--- src/rtl/cpu_flags_pkg.sv ---
// Shared types and elaboration helpers for the per-thread flag file.
package cpu_flags_pkg;

    typedef enum logic {ST_INIT, ST_RUN} state_t;

    localparam int COND_IDX_LSB = 0;

    function automatic int f_clog2(input int v);
        int r;
        r = 0;
        for (int i = 0; i < 32; i++)
            if ((1 << r) < v) r = r + 1;
        return r;
    endfunction

    function automatic int f_width(input int v);
        return (f_clog2(v) < 1) ? 1 : f_clog2(v);
    endfunction

    // Condition word is {enable, invert, index}; positions depend on the index width.
    function automatic int cond_inv_bit(input int idx_w);
        return idx_w;
    endfunction

    function automatic int cond_en_bit(input int idx_w);
        return idx_w + 1;
    endfunction

endpackage

--- src/rtl/cpu_flags_stack.sv ---
// Per-thread flag stack: a stack-pointer memory and a stack memory, both
// distributed RAM. Only built when CPU_FLAGS_STACK_EN is defined.
module cpu_flags_stack
    import cpu_flags_pkg::*;
#(
    parameter int N_FLAGS     = 4,
    parameter int N_THREADS   = 16,
    parameter int STACK_DEPTH = 4,
    localparam int TH_W       = f_clog2(N_THREADS),
    localparam int PTR_W      = f_width(STACK_DEPTH),
    localparam int SP_W       = f_width(STACK_DEPTH + 1)
) (
    input  logic               CLK,
    input  logic               clr,
    input  logic [TH_W-1:0]    thread_num,
    input  logic               push,
    input  logic               pop,
    input  logic [N_FLAGS-1:0] data_in,
    output logic [N_FLAGS-1:0] data_out,
    output logic               pop_valid,
    output logic               err
);

    logic [SP_W-1:0]    sp_mem  [N_THREADS];
    logic [N_FLAGS-1:0] stk_mem [N_THREADS << PTR_W];

    logic [SP_W-1:0] sp_cur;
    logic [SP_W-1:0] sp_m1;
    logic            full;
    logic            empty;
    logic            do_push;
    logic            do_pop;

    assign sp_cur = sp_mem[thread_num];
    assign sp_m1  = sp_cur - 1'b1;
    assign full   = (sp_cur == SP_W'(STACK_DEPTH));
    assign empty  = (sp_cur == '0);

    // Simultaneous push and pop cancel out: nothing moves, nothing is flagged.
    assign do_push   = push && !pop && !full;
    assign do_pop    = pop && !push && !empty;
    assign err       = (push && !pop && full) || (pop && !push && empty);
    assign pop_valid = do_pop;
    assign data_out  = stk_mem[{thread_num, sp_m1[PTR_W-1:0]}];

    always_ff @(posedge CLK) begin
        if (clr)
            sp_mem[thread_num] <= '0;
        else if (do_push)
            sp_mem[thread_num] <= sp_cur + 1'b1;
        else if (do_pop)
            sp_mem[thread_num] <= sp_m1;
    end

    always_ff @(posedge CLK) begin
        if (!clr && do_push)
            stk_mem[{thread_num, sp_cur[PTR_W-1:0]}] <= data_in;
    end

endmodule

--- src/rtl/cpu_flags_mt.sv ---
// Per-thread flag file with save/restore, branch-condition evaluation and a
// post-reset clear sweep. Define CPU_FLAGS_STACK_EN to add the push/pop flag stack.
module cpu_flags_mt
    import cpu_flags_pkg::*;
#(
    parameter int N_FLAGS     = 4,
    parameter int N_THREADS   = 16,
    parameter int STACK_DEPTH = 4,
    localparam int TH_W       = f_clog2(N_THREADS),
    localparam int IDX_W      = f_width(N_FLAGS),
    localparam int COND_W     = IDX_W + 2
) (
    input  logic               CLK,
    input  logic               RST_N,
    output logic               init_done,
    input  logic [TH_W-1:0]    thread_num,
    input  logic               load_en,
    input  logic               save_en,
    output logic [N_FLAGS-1:0] flags,
    input  logic [COND_W-1:0]  op_condition,
    output logic               condition_is_true,
    input  logic               set_flags,
    input  logic [N_FLAGS-1:0] iop_flag_mask,
    input  logic [N_FLAGS-1:0] flags_in
`ifdef CPU_FLAGS_STACK_EN
    ,
    input  logic               push_en,
    input  logic               pop_en,
    output logic               stack_err
`endif
);

    localparam int COND_EN  = cond_en_bit(IDX_W);
    localparam int COND_INV = cond_inv_bit(IDX_W);

    if (N_THREADS < 2 || (1 << TH_W) != N_THREADS)
        $error("N_THREADS must be a power of 2 and at least 2");
    if (STACK_DEPTH < 1 || (STACK_DEPTH & (STACK_DEPTH - 1)) != 0)
        $error("STACK_DEPTH must be a power of 2");

    state_t             state;
    logic [TH_W-1:0]    cnt;
    logic               run;
    logic [N_FLAGS-1:0] flags_mem [N_THREADS];
    logic [TH_W-1:0]    mem_addr;
    logic               pop_vld;
    logic [N_FLAGS-1:0] pop_data;

    assign run      = (state == ST_RUN);
    assign mem_addr = run ? thread_num : cnt;

    always_ff @(posedge CLK or negedge RST_N) begin
        if (!RST_N) begin
            state     <= ST_INIT;
            cnt       <= '0;
            init_done <= 1'b0;
        end else begin
            case (state)
                ST_INIT: begin
                    cnt <= cnt + 1'b1;
                    if (cnt == TH_W'(N_THREADS - 1)) begin
                        state     <= ST_RUN;
                        init_done <= 1'b1;
                    end
                end
                default: begin
                    state     <= ST_RUN;
                    init_done <= 1'b1;
                end
            endcase
        end
    end

    // No reset on storage: the sweep is the only thing that clears it.
    always_ff @(posedge CLK) begin
        if (!run)
            flags_mem[mem_addr] <= '0;
        else if (save_en)
            flags_mem[mem_addr] <= flags;
    end

`ifdef CPU_FLAGS_STACK_EN
    logic stk_err;

    cpu_flags_stack #(
        .N_FLAGS     (N_FLAGS),
        .N_THREADS   (N_THREADS),
        .STACK_DEPTH (STACK_DEPTH)
    ) u_stack (
        .CLK        (CLK),
        .clr        (!run),
        .thread_num (mem_addr),
        .push       (push_en && run),
        .pop        (pop_en && run),
        .data_in    (flags),
        .data_out   (pop_data),
        .pop_valid  (pop_vld),
        .err        (stk_err)
    );

    always_ff @(posedge CLK or negedge RST_N) begin
        if (!RST_N)
            stack_err <= 1'b0;
        else if (stk_err)
            stack_err <= 1'b1;
    end
`else
    assign pop_vld  = 1'b0;
    assign pop_data = '0;
`endif

    // A same-cycle save makes the load return the current flags, i.e. no change.
    always_ff @(posedge CLK or negedge RST_N) begin
        if (!RST_N)
            flags <= '0;
        else if (run) begin
            if (load_en)
                flags <= save_en ? flags : flags_mem[thread_num];
            else if (pop_vld)
                flags <= pop_data;
            else if (set_flags)
                flags <= (flags & ~iop_flag_mask) | (flags_in & iop_flag_mask);
        end
    end

    logic [IDX_W-1:0] cond_idx;
    logic             cond_flag;

    assign cond_idx  = op_condition[COND_IDX_LSB +: IDX_W];
    assign cond_flag = (int'(cond_idx) < N_FLAGS) ? flags[cond_idx] : 1'b0;
    assign condition_is_true = !op_condition[COND_EN] ||
                               (cond_flag ^ op_condition[COND_INV]);

endmodule

--- config.mk ---
export PLATFORM = sky130hd
export DESIGN_NAME = cpu_flags_mt
export DESIGN_NICKNAME = d
export VERILOG_FILES = /design/src/rtl/cpu_flags_pkg.sv /design/src/rtl/cpu_flags_stack.sv /design/src/rtl/cpu_flags_mt.sv
export SDC_FILE = /design/constraint.sdc
export NUM_CORES = 1
export LEC_CHECK = 0
export BUFFER_PORTS_ARGS = -buffer_cell sky130_fd_sc_hd__buf_2
export CELL_PAD_IN_SITES_DETAIL_PLACEMENT = 0
export CELL_PAD_IN_SITES_GLOBAL_PLACEMENT = 2
export CORE_MARGIN = 4
export CORE_UTILIZATION = 43
export CTS_CLUSTER_SIZE = 8
export DETAILED_ROUTE_END_ITERATION = 6
export PLACE_DENSITY = 0.76
export SLEW_MARGIN = 10
export SYNTH_ARGS = -nofsm -noshare
export SYNTH_HDL_FRONTEND = slang
export SYNTH_SLANG_ARGS = --single-unit
--- constraint.sdc ---
create_clock -name CLK -period 1.6 [get_ports CLK]
set_input_delay 0.32 -clock CLK [delete_from_list [all_inputs] [get_ports CLK]]
set_output_delay 0.32 -clock CLK [all_outputs]
set_load 0.01 [all_outputs]
==> flow_metrics.env <==
export IMPL_status="finished, violations left"
export IMPL_violated_checks="negative setup slack"
export IMPL_routed_wl_um=6711
export IMPL_quantity_of_i_o_buffers_inserted_on_ports=26
export IMPL_flow_area_growth_from_synthesis_pct=21.13
export IMPL_post_drt_wl_per_cell_um=19.34
export IMPL_core_area_um2=6944
export IMPL_post_synth_main_area_contributors="sky130_fd_sc_hd__edfxtp_1, sky130_fd_sc_hd__mux4_2, sky130_fd_sc_hd__dfrtp_1, sky130_fd_sc_hd__a31oi_1, sky130_fd_sc_hd__mux2i_1"
export IMPL_place_worst_setup_slack_ns=-0.1556
export IMPL_met3_length_um=383
export IMPL_layout_worst_path_cycle_share_pct=117.2
export IMPL_cts_root_to_sink_buffers=2
export IMPL_yosysWarningCount=0
export IMPL_total_routing_usage_reported_by_global_routing_pct=16.61
export IMPL_worst_hold_path_stage_count=3
export IMPL_timing_final_hold_violations=0
export IMPL_clock_sinks=74
export IMPL_post_dp_cell_area_um2=3511
export IMPL_reg2reg_setup_slack_ns=0.07
export IMPL_worst_r2r_startpoint="run$_DFF_PN0_"
export IMPL_finClkSkew_ns=0.005557
export IMPL_final_area_um2=3816
export IMPL_route_top_layer_used="met4"
export IMPL_ios=27
export IMPL_footprint_of_the_multi_input_gates_um2=973.4
export IMPL_setup_ws_ns=-0.2758
export IMPL_clock_insertion_delay_worst_skew_ns=0.34
export IMPL_post_synth_design_cell_area_um2=3151
export IMPL_worst_supply_voltage_drop_on_vdd_mv=0.5601
export IMPL_vias=1886
export IMPL_synth_seq_area_share_pct=68.94
export IMPL_endpoint_of_the_worst_slack_reg_to_reg_timing_path="flags_mem[1][2]$_DFFE_PP_"
export IMPL_dr_first_iter_drc_count=128
export IMPL_setup_buffers_after_cts=0
export IMPL_drcViolationCount=0
export IMPL_route_layer_met1_wl_um=2994
export IMPL_numCtsBuffers=9
export IMPL_initial_core_util_pct=45.37
export IMPL_hold_class="input pin to flop"
export IMPL_nNetsFinal=268
export IMPL_dominantRegCellSynth="sky130_fd_sc_hd__edfxtp_1"
export IMPL_routabilityCongestion=0.7887
export IMPL_maxCapViolCount=0
export IMPL_slew_violations=0
export IMPL_critPathMaxFanout=2
export IMPL_yosys_register_bits=74
export IMPL_die_area_um2=8760
export IMPL_root_buffer_cell="sky130_fd_sc_hd__clkbuf_8"
export IMPL_min_from="flags_in[0]"
export IMPL_setup_viol_count_final=1
export IMPL_rsz0062_at_grt="true"
export IMPL_worst_r2r_path_depth=4
export IMPL_post_synth_inst_count=198
export IMPL_die_width_um=93.60
export IMPL_cp_required_ns=1.28
export IMPL_antenna_cells=0
export IMPL_yosysTopAreaCellShare_pct=61.00
export IMPL_synth_cell_types=35
export IMPL_hpwlAfterDp_um=4855
export IMPL_area_sequential_um2=2173
export IMPL_die_height_um=93.60
export IMPL_htreeDepth=3
export IMPL_globalRoute_totalOverflow=0
export IMPL_synth_enable_flop_cells=64
export IMPL_avgSynthCellArea_um2=15.91
export IMPL_layout_common_cells="sky130_fd_sc_hd__edfxtp_1, sky130_fd_sc_hd__buf_2, sky130_fd_sc_hd__buf_4"
export IMPL_crit_path_end_kind="primary output"
export IMPL_worstPathArrival_ns=1.56
export IMPL_achievable_frequency_mhz=533.1
export IMPL_grt_pass1_wl_um=10600
export IMPL_maximum_number_of_pins_on_one_net_before_global_route_repair=17
export IMPL_pwr_density_cell_nw_per_um2=1078
export IMPL_final_cells=347
export IMPL_clk_slew_on_worst_s_h_paths_ns=0.08
export IMPL_tritoncts="done"
export IMPL_fillers=592
export IMPL_timing_final_crit_period_ns=1.876
export IMPL_antenna_violations_before_repair=0
export IMPL_syn_num_nets=220
export IMPL_maxSlewHeadroom_pct=71.98
export IMPL_numPlacedInstances=330
export IMPL_setup_tns_final_ns=-0.2758
export IMPL_synth_top_cell_by_area="sky130_fd_sc_hd__edfxtp_1"
export IMPL_worst_setup_path_type="flop to primary output"
export IMPL_cellLeakagePower_nw=1.362
export IMPL_num_rows=30
export IMPL_drtPass1Iterations=4
export IMPL_post_drt_via_cell_ratio=5.435
export IMPL_timing_critical_path_from_type="flop"
export IMPL_wl_met2_um=3209
export IMPL_layout_drive_gt1_share_pct=41.04
export IMPL_first_global_vias=1962
export IMPL_worst_slew_pin_transition_ns=0.4203
export IMPL_layout_cells_most_common="sky130_fd_sc_hd__edfxtp_1"
export IMPL_ys_async_sr_fraction_pct=13.51
export IMPL_antenna_violating_nets_left=0
[sequential cells by signal, indices dropped and copies added (netlist names), named ones only]
| name | count |
|---|---|
| cnt | 4 |
| flags_mem | 64 |
| run | 1 |
| init_done | 1 |
[per-stage QoR]
step	power, mW	util [%]	hold WS, ns
CTS	4.128	54.65	0.3168
global placement	2.608	50.56	0.1880
detailed placement	2.617	50.56	0.1940
finish	4.115	54.96	0.3184
floorplan	2.437	-	0.02441
global route	4.256	54.96	0.3323
[power breakdown]
part | total, mW | leakage [nW] | switching, mW | internal [mW]
Combinational | 0.405 | 0.549 | 0.232 | 0.173
Sequential | 2.18 | 0.708 | 0.0139 | 2.17
Clock | 1.53 | 0.105 | 0.660 | 0.868
[critical path: stages, from the launching register on]
cell	delay (ns)
sky130_fd_sc_hd__dfrtp_1	0.39
sky130_fd_sc_hd__mux4_2	0.49
sky130_fd_sc_hd__xnor2_1	0.15
sky130_fd_sc_hd__nand2_1	0.06
sky130_fd_sc_hd__buf_2	0.13
[per-layer routing]
layer  GRT usage [%]  vias to the layer above
met4           6.619                        0
met3           4.183                       12
met2           26.27                       54
met5               0                        -
met1           22.05                      946
li1                -                      874
[Yosys cell counts (2+ instances only)]
| cell type | count |
|---|---|
| sky130_fd_sc_hd__nand3_1 | 4 |
| sky130_fd_sc_hd__mux4_2 | 13 |
| sky130_fd_sc_hd__nor3b_1 | 4 |
| sky130_fd_sc_hd__mux2i_1 | 8 |
| sky130_fd_sc_hd__xnor2_1 | 4 |
| sky130_fd_sc_hd__inv_1 | 5 |
| sky130_fd_sc_hd__nor3_1 | 2 |
| sky130_fd_sc_hd__dfrtp_1 | 10 |
| sky130_fd_sc_hd__and3_1 | 4 |
| sky130_fd_sc_hd__nor2_1 | 19 |
| sky130_fd_sc_hd__a22oi_1 | 4 |
| sky130_fd_sc_hd__buf_6 | 2 |
| sky130_fd_sc_hd__a31oi_1 | 14 |
| sky130_fd_sc_hd__nand2_1 | 7 |
| sky130_fd_sc_hd__a211oi_1 | 4 |
| sky130_fd_sc_hd__clkbuf_1 | 3 |
| sky130_fd_sc_hd__o22ai_1 | 4 |
| sky130_fd_sc_hd__buf_2 | 6 |
| sky130_fd_sc_hd__nor2b_1 | 2 |
| sky130_fd_sc_hd__edfxtp_1 | 64 |
[worst max-delay path by stage]
stage	from	endpoint	slack [ns]	cells after the start
after floorplan	thread_num[2]	flags_mem[11][0]$_DFFE_PP_	0.08	5
after global placement	thread_num[2]	flags_mem[2][2]$_DFFE_PP_	-0.15	4
after detailed placement	run$_DFF_PN0_	flags_mem[5][0]$_DFFE_PP_	-0.16	3
after CTS	flop	condition_is_true	-0.29	4
after global routing	flop	condition_is_true	-0.35	4
final	flop	condition_is_true	-0.28	4
[area by class of cell]
| class | count | area share [%] |
|---|---|---|
| inverter | 6 | 0.5902 |
| multi-input combinational | 106 | 25.51 |
| clock buffer | 10 | 3.344 |
| sequential | 74 | 56.95 |
| timing repair buffer | 49 | 8.328 |
| clock inverter | 6 | 2.131 |
| tap | 96 | 3.148 |
[cells by family (layout without fill, tap and decap cells)]
kind of cell,count (synthesis),after routing,synth area share (%)
flip-flops,74,74,68.94
AND/OR/NAND/NOR,50,50,8.301
AO/OA/AOI/OAI,29,29,6.195
multiplexers,22,22,12.19
buffers and inverters,18,71,2.859
XOR/XNOR,4,4,1.112
adder cells (fa/ha/maj),1,1,0.3971
[what timing repair did]
action / 4_1_cts / 5_1_grt
endpoints found under the hold margin: 10 / 0
gates resized for setup: 18 / 6
endpoints found under the setup margin: 117 / 45
hold buffers: 1 / 0
Power figures use the tool's default switching activity.
